`src/rtl/angle_normalizer_if.sv`:
```
// angle_normalizer_if: request/response bundle between processor, normalizer and cordic
interface angle_normalizer_if #(parameter int WIDTH = 16);
  logic start;
  logic signed [15:0] angle_deg;
  logic cordic_recived;
  logic signed [WIDTH-1:0] angle_out;
  logic [1:0] quadrant;
  logic valid_out;
  logic busy;
  modport master(output start, angle_deg, cordic_recived, input angle_out, quadrant, valid_out, busy);
  modport slave(input start, angle_deg, cordic_recived, output angle_out, quadrant, valid_out, busy);
endinterface

```
`src/rtl/angle_normalizer.sv`:
```
// angle_normalizer: reduces a whole-degree angle to a first-quadrant cordic angle plus quadrant index
module angle_normalizer #(parameter int WIDTH = 16) (
  input logic clk,
  input logic rst,
  angle_normalizer_if.slave bus
);
  typedef enum logic [2:0] {IDLE, WRAP, FOLD, SCALE, SEND} state_t;
  state_t state, state_n;
  logic signed [16:0] r, r_n;
  logic [1:0] q, q_n, qd, qd_n;
  logic [WIDTH-1:0] ao, ao_n;
  logic v, v_n, b, b_n;
  logic [22:0] prod;
  // r is 0..89 in SCALE, so its low 7 bits carry the whole value
  assign prod = 23'(r[6:0]) * 23'd46604;
  assign bus.angle_out = ao;
  assign bus.quadrant = qd;
  assign bus.valid_out = v;
  assign bus.busy = b;
  // state and datapath registers, cleared asynchronously
  always_ff @(posedge clk or posedge rst) begin
    if (rst) begin
      state <= IDLE;
      r <= '0;
      q <= '0;
      ao <= '0;
      qd <= '0;
      v <= 1'b0;
      b <= 1'b0;
    end else begin
      state <= state_n;
      r <= r_n;
      q <= q_n;
      ao <= ao_n;
      qd <= qd_n;
      v <= v_n;
      b <= b_n;
    end
  end
  // next state: one wrap or fold step per cycle, then scale and hold until cordic takes it
  always_comb begin
    state_n = state;
    r_n = r;
    q_n = q;
    ao_n = ao;
    qd_n = qd;
    v_n = v;
    b_n = b;
    case (state)
      IDLE: begin
        r_n = bus.start ? 17'(bus.angle_deg) : r;
        q_n = bus.start ? 2'd0 : q;
        b_n = bus.start ? 1'b1 : b;
        state_n = bus.start ? WRAP : IDLE;
      end
      WRAP: begin
        r_n = r < 0 ? r + 17'sd360 : r >= 17'sd360 ? r - 17'sd360 : r;
        state_n = (r < 0 || r >= 17'sd360) ? WRAP : FOLD;
      end
      FOLD: begin
        r_n = r >= 17'sd90 ? r - 17'sd90 : r;
        q_n = r >= 17'sd90 ? q + 2'd1 : q;
        state_n = r >= 17'sd90 ? FOLD : SCALE;
      end
      SCALE: begin
        ao_n = prod[22:7];
        qd_n = q;
        v_n = 1'b1;
        state_n = SEND;
      end
      SEND: begin
        v_n = bus.cordic_recived ? 1'b0 : v;
        b_n = bus.cordic_recived ? 1'b0 : b;
        state_n = bus.cordic_recived ? IDLE : SEND;
      end
      default: state_n = IDLE;
    endcase
  end
endmodule

```
`src/flat_wrapper.sv`:
```
// flat-port wrapper written by rule: the top's interface ports become plain ports
module angle_normalizer_flat 
#(parameter int WIDTH = 16)
  (clk, rst, bus_start, bus_angle_deg, bus_cordic_recived, bus_angle_out, bus_quadrant, bus_valid_out, bus_busy);
  angle_normalizer_if #(.WIDTH(WIDTH)) bus_i ();
  input logic clk;
  input logic rst;
  input wire logic [$bits(bus_i.start)-1:0] bus_start;
  input wire logic [$bits(bus_i.angle_deg)-1:0] bus_angle_deg;
  input wire logic [$bits(bus_i.cordic_recived)-1:0] bus_cordic_recived;
  output wire logic [$bits(bus_i.angle_out)-1:0] bus_angle_out;
  output wire logic [$bits(bus_i.quadrant)-1:0] bus_quadrant;
  output wire logic [$bits(bus_i.valid_out)-1:0] bus_valid_out;
  output wire logic [$bits(bus_i.busy)-1:0] bus_busy;
  assign bus_i.start = bus_start;
  assign bus_i.angle_deg = bus_angle_deg;
  assign bus_i.cordic_recived = bus_cordic_recived;
  assign bus_angle_out = bus_i.angle_out;
  assign bus_quadrant = bus_i.quadrant;
  assign bus_valid_out = bus_i.valid_out;
  assign bus_busy = bus_i.busy;
  angle_normalizer #(.WIDTH(WIDTH)) u_core (.clk(clk), .rst(rst), .bus(bus_i));
endmodule
```
`config.mk`:
```
export PLATFORM = sky130hd
export DESIGN_NAME = angle_normalizer_flat
export DESIGN_NICKNAME = d
export VERILOG_FILES = /design/src/rtl/angle_normalizer_if.sv /design/src/rtl/angle_normalizer.sv /design/src/flat_wrapper.sv
export SDC_FILE = /design/constraint.sdc
export NUM_CORES = 1
export LEC_CHECK = 0
export CAP_MARGIN = 25
export CORE_ASPECT_RATIO = 1.75
export CORE_MARGIN = 4
export CORE_UTILIZATION = 55
export CTS_CLUSTER_SIZE = 10
export DETAILED_ROUTE_END_ITERATION = 16
export DONT_BUFFER_PORTS = 1
export PLACE_DENSITY = 0.68
export SLEW_MARGIN = 20
export SYNTH_ARGS = -nofsm -noshare
export SYNTH_HDL_FRONTEND = slang
export SYNTH_SLANG_ARGS = --single-unit
```
`constraint.sdc`:
```
create_clock -name clk -period 7.3 [get_ports clk]
set_input_delay 1.095 -clock clk [delete_from_list [all_inputs] [get_ports clk]]
set_output_delay 1.095 -clock clk [all_outputs]
set_load 0.02 [all_outputs]
```
After elaboration in Yosys (flattened, before gate mapping):

Cells that the tools add are included.

* $add $sub $neg: 4
* multipliers: 1
* div/mod/pow operators: 0
* $lt $le $gt $ge: 3
* equal/unequal tests: 8
* shift operators: 0
* muxes and demuxes: 17
* bitwise operators: 0
* reductions and logical operators: 10

Operators with widths (number)
* $mux W17: 4
* $pmux W17 S3: 1
* $mul A7 B14 Y21 const B: 1
* $add A17 B10 Y17 const B: 1
* $ge A17 B10 Y1 const B: 1
* $ge A17 B8 Y1 const B: 1
* $lt A17 B1 Y1 const B: 1
* $sub A17 B10 Y17 const B: 1
* $sub A17 B8 Y17 const B: 1
* $pmux W3 S5: 1
* $eq A3 B2 Y1 const B: 2
* $mux W2: 3
* $reduce_and A3 Y1: 2
* $reduce_bool A2 Y1: 3
* $mux W1: 4
* $ne A2 B2 Y1 const B: 2
* $pmux W1 S2: 2
* $pmux W2 S2: 1
* $reduce_and A4 Y1: 1
* $eq A3 B1 Y1 const B: 1
* $eq A3 B3 Y1 const B: 1
* $logic_not A3 Y1: 1
* $mux W3: 1
* $ne A3 B1 Y1 const B: 1
* other kinds (5): 5

* register bits: 42
* bits in latches: 0
* RAM bits: 0
* bits in read-only memories: 0
* output and inout bits: 20
* logic and storage cells: 50
* memories: 0

Longest topological paths before layout:

Gate-level depths: netlist of the first run.

* word-level depth: 4
* gate-level depth with buffers: 15

Worst setup path before layout of the first run:

OpenSTA, ideal clock, no wires.

* path kind: reg-to-reg
* start point: register u_core.r[5]
* end point: register u_core.ao[13], in the netlist u_core.bus.angle_out[13]
* setup time: 126 ps
* arrival time: 3772 ps
* slack: 3403 ps
* cell stages (with the launch flop): 14
* buffers on the path: 0
* period minus slack after synthesis: 3897 ps
* cells stage by stage: dfrtp_1 > inv_1 > ha_1 > xor2_1 > ha_1 > fa_1 > fa_1 > ha_1 > a21oi_1 > o21a_1 > and2_1 > a21oi_1 > mux2i_1 > nand2_1

* word-level cells in the longest chain between the ends: 1

RTL lines
* start: declaration: line angle_normalizer.sv:9 `logic signed [16:0] r, r_n;`
* start signal: assignment: line angle_normalizer.sv:32 `r <= r_n;`
* $mul A7 B14 Y21: line angle_normalizer.sv:15 `assign prod = 23'(r[6:0]) * 23'd46604;`
* end signal: assignment: line angle_normalizer.sv:34 `ao <= ao_n;`
* end: declaration: line angle_normalizer.sv:11 `logic [WIDTH-1:0] ao, ao_n;`

No other way between the ends.
A chain may end at the register's enable or synchronous reset.

Final worst setup path of the first run:

Ends and elaborated chain as after synthesis.

==> results of run 1 <==
## logic make-up (layout without fill, tap and decap cells)
| family | after synthesis | in the layout | share of synthesized area |
|---|---|---|---|
| simple gates | 174 | 174 | 0.205 |
| compound gates | 150 | 150 | 0.235 |
| fa+ha+maj | 68 | 68 | 0.211 |
| buf+inv | 51 | 38 | 0.0510 |
| flops | 42 | 42 | 0.242 |
| xor+xnor | 17 | 17 | 0.0343 |
| mux | 9 | 9 | 0.0213 |
## tightest hold or removal path: stages, from the launching register on
cell	delay [ns]
dfrtp_1	0.35
nand2_1	0.06
nand2_1	0.05
## cells in the mapped netlist, drive strengths merged, types with 6 or more instances
cell type | instances | area (um^2)
fa | 9 | 180
inv | 27 | 101
or4 | 6 | 52.6
xor2 | 8 | 70.1
a31oi | 9 | 77.6
mux2i | 7 | 70.1
nor3 | 13 | 76.3
nand2 | 58 | 218
dfrtp | 42 | 1050
ha | 59 | 738
and3 | 6 | 37.5
o21ai | 44 | 254
nor2 | 33 | 131
a221oi | 7 | 61.3
xnor2 | 9 | 78.8
nand3 | 14 | 70.1
buf | 13 | 78.8
clkbuf | 11 | 41.3
a21oi | 39 | 195
nand2b | 6 | 37.5
## area by class of cell
| type | count | area share |
|---|---|---|
| Multi-Input combinational cell | 418 | 0.679 |
| Sequential cell | 42 | 0.232 |
| Clock inverter | 2 | 0.00830 |
| Timing Repair Buffer | 3 | 0.00498 |
| Tap cell | 88 | 0.0243 |
| Inverter | 27 | 0.0224 |
| Clock buffer | 6 | 0.0285 |
## registers in the layout, summed over array words and instances, names as in the netlist
name	flops
u_core.r	17
u_core.bus.quadrant	2
u_core.bus.angle_out	16
u_core.q	2
u_core.bus.busy	1
u_core.bus.valid_out	1
u_core.state	3
## stage by stage
| step | setup WS [ns] | hold WS [ns] | std cells | utilization |
|---|---|---|---|---|
| final | 3.03 | 0.488 | 586 | 0.594 |
| after floorplan | 3.40 | 0.453 | 511 | - |
| after global placement | 3.15 | 0.479 | 578 | 0.572 |
| after CTS | 3.05 | 0.492 | 586 | 0.594 |
| after global routing | 2.77 | 0.540 | 586 | 0.594 |
| after detailed placement | 3.06 | 0.479 | 578 | 0.572 |
## worst paths after layout
check                                            to  depth (start not counted)         from
max in group asynchronous              u_core.r[15]                          2          rst
setup / recovery           u_core.bus.angle_out[13]                         13  u_core.r[5]
hold / removal               u_core.bus.quadrant[1]                          2  u_core.q[1]
setup reg to reg           u_core.bus.angle_out[13]                         13  u_core.r[5]
hold reg to reg              u_core.bus.quadrant[1]                          2  u_core.q[1]
min in group asynchronous   u_core.bus.angle_out[9]                          2          rst
## layer usage
layer | track usage | up-vias
met5 | 0 | -
met4 | 0.139 | 0
met3 | 0.0353 | 31
met2 | 0.472 | 116
met1 | 0.273 | 1848
li1 | - | 1841
==> reports/metrics.cfg, run 1 <==
[cts]
cts_tree=built
cts_max_level=2
cts_resized=0
clock-sinks=42
cts_setup_buffers=0
clkTransAtPathRegs_ns=0.07
cts-root-buf=clkbuf_16
cts.path.max_buffers=2
numCtsBuffers=5
insertion_delay_ns=0.30
ctsHoldBuffers=0

[setup_path]
critical_path_arrival_ns=4.45
crit_type=reg2reg
cp_num_buf_inv=1
path_delay_family=adder cells
rrSetupSlack_ns=3.03
crit_chain=inv_1 > ha_1 > xor2_1 > ha_1 > fa_1 > fa_1 > ha_1 > a21oi_1 > o21a_1 > and2_1 > a21oi_1 > mux2i_1 > nand2_1
path_max_fanout=12
cp-end-kind=flop
start_kind=flop
required_ns=7.48
cpMostUsedCell=ha_1
cp_slowest_cell=dfrtp_1
worst_path_largest_cell_delay_ns=0.58

[logic_synthesis]
ys_seq_area_frac=0.242
yosysWarnings=0
avgSynthCellArea_um2=8.50
synthFlopType=dfrtp_1
netlist_instances=511
syn_nets=599
synth_edf_count=0
synth-async-reset-ratio=1.00
netlist_area_mm2=0.00434
synth-seq-cells=42
synth_cell_types=71

[drt]
ant_nets=0
wl_met3_um=467
routed.top_layer=met4
vias=3836
viasPerCell=6.55
drc=0
drt-total-wl_um=11600
drt_iter0_drc=262
wl_met1_um=4210
drt-wirelength-per-cell_um=19.7
dr.pass1.iters=5
route.met2.wl_um=6370

[final_layout]
final_area_mm2=0.00452
nets=585
mostFrequentLayoutCell=ha_1
nFillCells=710
multiInputGateArea_mm2=0.00307
drive_gt1_frac=0.0663
syn_to_final_growth_pct=4.12
antenna_cells=0
mostFrequentLayoutCells=ha_1, nand2_1, dfrtp_1
seq_area_mm2=0.00105

[global_route]
grt-ovfl-total=0
antenna_found_initial=0
track_usage=0.260
grt_max_degree=43
grt_pass1_vias=3849
grt_pass1_wl_um=19000

[die]
coreArea_mm2=0.00762
pin_count=40
die_x_um=75.2
initial_core_util=0.570
fp-row-count=42
dieArea_mm2=0.00944
die_h_um=126

[timing]
slew_violations=0
finalSetupTns_ns=0
post-route-min-period_ns=4.27
finalCritPeriodShare=0.585
max_freq_mhz=234
slew_headroom=0.373
clock_skew_ns=0.0112
finalSetupViolCount=0
worst_slew_pin_slew_ns=0.932
hold_viol_final=0
rsz0062_at_grt=false

[placement]
placed_cell_area_mm2=0.00436
numPortBuffers=0
globalplace.congestion=0.911
dpl.hpwl_um=8860

[flow_run]
cap_violations=0

[outcome]
status=complete, no violations

[worst_hold_path]
hp-class=reg2reg

Power of run 1 is not shown: default switching activity piles up to over one toggle a cycle in this logic, so the estimate is an artifact.
==> inputs of run 2 (changes only) <==
==> constraint.sdc (replaced) <==
create_clock -name clk -period 4.4 [get_ports clk]
set_input_delay 0.66 -clock clk [delete_from_list [all_inputs] [get_ports clk]]
set_output_delay 0.66 -clock clk [all_outputs]
set_load 0.02 [all_outputs]
==> reports/metrics.cfg, run 2 (synthesis gave the netlist of run 1 again) <==
[cts]
clock-sinks=42
cts_max_level=2
ctsHoldBuffers=0
numCtsBuffers=5
cts.path.max_buffers=2
cts_setup_buffers=0
clkTransAtPathRegs_ns=0.07
cts_tree=built
insertion_delay_ns=0.30
cts_resized=0
cts-root-buf=clkbuf_16

[final_layout]
syn_to_final_growth_pct=4.35
mostFrequentLayoutCells=ha_1, nand2_1, dfrtp_1
largest_register_ffs=17
mostFrequentLayoutCell=ha_1
top_register=u_core.r
layout.cells.non_filler=590
antenna_cells=0
drive_gt1_frac=0.0757
nets=589

[setup_path]
cp_num_buf_inv=1
start_kind=flop
startpoint=u_core.r[5]
path_delay_family=adder cells
worst_path_largest_cell_delay_ns=0.55
r2r_cells=13
rrSetupSlack_ns=0.27
crit_chain=inv_1 > ha_1 > xor2_1 > ha_1 > fa_1 > fa_1 > ha_1 > a21oi_1 > o21a_1 > and2_1 > a21oi_1 > mux2i_1 > nand2_1
cp_slowest_cell=fa_1
crit_type=reg2reg
cp.depth=13
cpMostUsedCell=ha_1
r2r_start=u_core.r[5]
cp-end-kind=flop
required_ns=4.58
path_max_fanout=9
critPathCapture=u_core.bus.angle_out[13]
worstReg2RegEnd=u_core.bus.angle_out[13]
critical_path_arrival_ns=4.31

[timing]
clock_skew_ns=0.00482
max_freq_mhz=242
slew_headroom=0.321
post-route-min-period_ns=4.13
worst_slew_pin_slew_ns=1.01
hold_viol_final=0
rsz0062_at_grt=false
finalCritPeriodShare=0.938
finalSetupTns_ns=0
slew_violations=0
finalSetupViolCount=0
final.setup.worst_slack_ns=0.272

[global_route]
grt_pass1_vias=3960
track_usage=0.259
grt_max_degree=43
antenna_found_initial=0
grt-ovfl-total=0
grt_pass1_wl_um=19100

[drt]
route.met2.wl_um=6580
drt_iter0_drc=236
drt-total-wl_um=11600
dr.pass1.iters=5
ant_nets=0
wl_met1_um=4140
wl_met3_um=479
vias=3870
routed.top_layer=met4
viasPerCell=6.56
drc=0
drt-wirelength-per-cell_um=19.7

[flow_run]
cap_violations=0

[outcome]
status=complete, no violations

[die]
die_h_um=126
die_x_um=75.2
initial_core_util=0.570
coreArea_mm2=0.00762
dieArea_mm2=0.00944
pin_count=40
fp-row-count=42

[placement]
numPortBuffers=0
dpl.cell_count=582
dpl.hpwl_um=9000
dp_slack_ns=0.298
globalplace.congestion=0.926

[worst_hold_path]
hp-class=in2async

==> run 2: cell types whose count changed in the layout (fill, tap and decap cells not counted), sizes merged <==
cell,before,now
clkbuf,6,5
clkinv,1,3
bufinv,1,0
buf,3,7
==> run 2: worst reg2reg max path, stage by stage (launching register included) <==
cell and delay (ns):
dfrtp_1 0.51, inv_1 0.11, ha_1 0.33, xor2_1 0.31
ha_1 0.32, fa_1 0.55, fa_1 0.44, ha_1 0.41
a21oi_1 0.10, o21a_1 0.25, and2_1 0.20, a21oi_1 0.23
mux2i_1 0.21, nand2_1 0.06
==> run 2: layer usage <==
metal | global-route usage | vias to the layer above
li1 | - | 1849
met1 | 0.272 | 1866
met2 | 0.485 | 125
met3 | 0.0305 | 30
met4 | 0.120 | 0
met5 | 0 | -
==> run 2: layout make-up <==
type | count | area (um^2)
Tap cell | 88 | 110
Timing Repair Buffer | 7 | 52.6
Multi-Input combinational cell | 418 | 3070
Inverter | 27 | 101
Clock buffer | 5 | 125
Fill cell | 674 | 3090
Sequential cell | 42 | 1050
Clock inverter | 3 | 21.3
==> run 2: per-stage QoR <==
step                cell area, um^2  hold slack (ns)  utilization
finish                         4530            0.402        0.595
global route                   4530            0.442        0.595
CTS                            4530            0.412        0.595
detailed placement             4390            0.489        0.576
global placement               4390            0.481        0.576
floorplan                      4340            0.453            -
==> run 2: worst min path at each step <==
stage                startpoint                      end  slack [ns]  cells after the start
floorplan           u_core.q[1]   u_core.bus.quadrant[1]        0.45                      2
global placement    u_core.q[1]   u_core.bus.quadrant[1]        0.48                      2
detailed placement  u_core.q[1]   u_core.bus.quadrant[1]        0.49                      2
CTS                         rst              u_core.r[4]        0.41                      2
global route                rst  u_core.bus.angle_out[1]        0.44                      2
finish                      rst     u_core.bus.valid_out        0.40                      2
Power of run 2 is left out for the same reason.
==> inputs of run 3 (changes only) <==
==> constraint.sdc (replaced) <==
create_clock -name clk -period 4.2 [get_ports clk]
set_input_delay 0.63 -clock clk [delete_from_list [all_inputs] [get_ports clk]]
set_output_delay 0.63 -clock clk [all_outputs]
set_load 0.02 [all_outputs]
==> reports/metrics.cfg, run 3 (synthesis gave the netlist of run 1 again) <==
[timing]
max_freq_mhz=257
rsz0062_at_grt=false
post-route-min-period_ns=3.89
finalSetupTns_ns=0
slew_headroom=0.340
slew_violations=0
finalCritPeriodShare=0.925
worst_slew_pin_slew_ns=0.982
finalSetupViolCount=0
clock_skew_ns=0.0112
hold_viol_final=0

[drt]
wl_met1_um=4280
wl_met3_um=401
viasPerCell=6.54
drt-wirelength-per-cell_um=20.2
route.met2.wl_um=6760
drt-total-wl_um=11900
routed.top_layer=met4
drc=0
ant_nets=0
dr.pass1.iters=5
vias=3859
drt_iter0_drc=190

[outcome]
status=complete, no violations

[cts]
cts_tree=built
numCtsBuffers=5
cts_max_level=2
insertion_delay_ns=0.29
clock-sinks=42
cts.path.max_buffers=2
clkTransAtPathRegs_ns=0.07
cts-root-buf=clkbuf_16
ctsHoldBuffers=0

[die]
pin_count=40
die_x_um=75.2
dieArea_mm2=0.00944
coreArea_mm2=0.00762
initial_core_util=0.570
fp-row-count=42
die_h_um=126

[setup_path]
cp_slowest_cell=dfrtp_1
path_max_fanout=10
r2r_start=u_core.r[4]
cp-end-kind=flop
cp.depth=13
required_ns=4.38
worst_path_largest_cell_delay_ns=0.54
crit_type=reg2reg
start_kind=flop
path_delay_family=adder cells
r2r_cells=13
rrSetupSlack_ns=0.31
crit_chain=inv_1 > ha_1 > inv_1 > ha_1 > fa_1 > fa_1 > ha_1 > a21oi_1 > o21a_1 > and2_1 > a21oi_1 > mux2i_1 > nand2_1
startpoint=u_core.r[4]
worstReg2RegEnd=u_core.bus.angle_out[13]
critical_path_arrival_ns=4.07
cpMostUsedCell=ha_1
critPathCapture=u_core.bus.angle_out[13]
cp_num_buf_inv=2

[final_layout]
antenna_cells=0
largest_register_ffs=17
mostFrequentLayoutCells=ha_1, nand2_1, dfrtp_1
syn_to_final_growth_pct=4.84
top_register=u_core.r
mostFrequentLayoutCell=ha_1
nets=589
drive_gt1_frac=0.0757

[global_route]
grt_pass1_wl_um=19300
antenna_found_initial=0
track_usage=0.263
grt_max_degree=43
grt-ovfl-total=0
grt_pass1_vias=3920

[flow_run]
cap_violations=0

[placement]
dpl.hpwl_um=9250
numPortBuffers=0
globalplace.congestion=0.933

[worst_hold_path]
hp-class=in2async

==> run 3: worst reg2reg max path, cell delays in order (launching register included) <==
cell and delay (ns):
dfrtp_1 0.54, inv_1 0.11, ha_1 0.35, inv_1 0.08
ha_1 0.32, fa_1 0.44, fa_1 0.45, ha_1 0.40
a21oi_1 0.11, o21a_1 0.25, and2_1 0.21, a21oi_1 0.23
mux2i_1 0.22, nand2_1 0.07
==> run 3: worst min path at each step <==
stage,start,endpoint
after floorplan,u_core.q[1],u_core.bus.quadrant[1]
after global placement,u_core.q[1],u_core.bus.quadrant[1]
after detailed placement,u_core.q[1],u_core.bus.quadrant[1]
after CTS,rst,u_core.r[2]
after global routing,rst,u_core.bus.angle_out[0]
final,rst,u_core.q[1]
==> run 3: what timing repair did <==
item / CTS / global route
setup buffers: 0 / 0
endpoints found under the setup margin: 0 / 1
gates resized for setup: 0 / 1
==> run 3: metrics by stage <==
step	cells	util	hold slack, ns	cell area (um^2)	setup WS, ns
6_report	590	0.598	0.373	4550	0.314
5_1_grt	590	0.598	0.415	4550	0.0182
4_1_cts	590	0.598	0.387	4550	0.297
3_5_place_dp	582	0.576	0.497	4390	0.305
3_3_place_gp	582	0.576	0.478	4390	0.369
2_1_floorplan	511	-	0.453	4340	0.303
==> run 3: per-layer routing <==
layer | global-route usage | vias up
met3 | 0.0337 | 28
met1 | 0.269 | 1882
met5 | 0 | -
li1 | - | 1853
met4 | 0.111 | 0
met2 | 0.502 | 96
==> run 3: final cells by class <==
type,count,area [um^2]
clock buffers,6,129
clock inverters,2,37.5
fillers,717,3070
inverters,27,101
multi-input cells,418,3070
flip-flops and latches,42,1050
well taps,88,110
repair buffers,7,52.6
Power of run 3 is left out for the same reason.
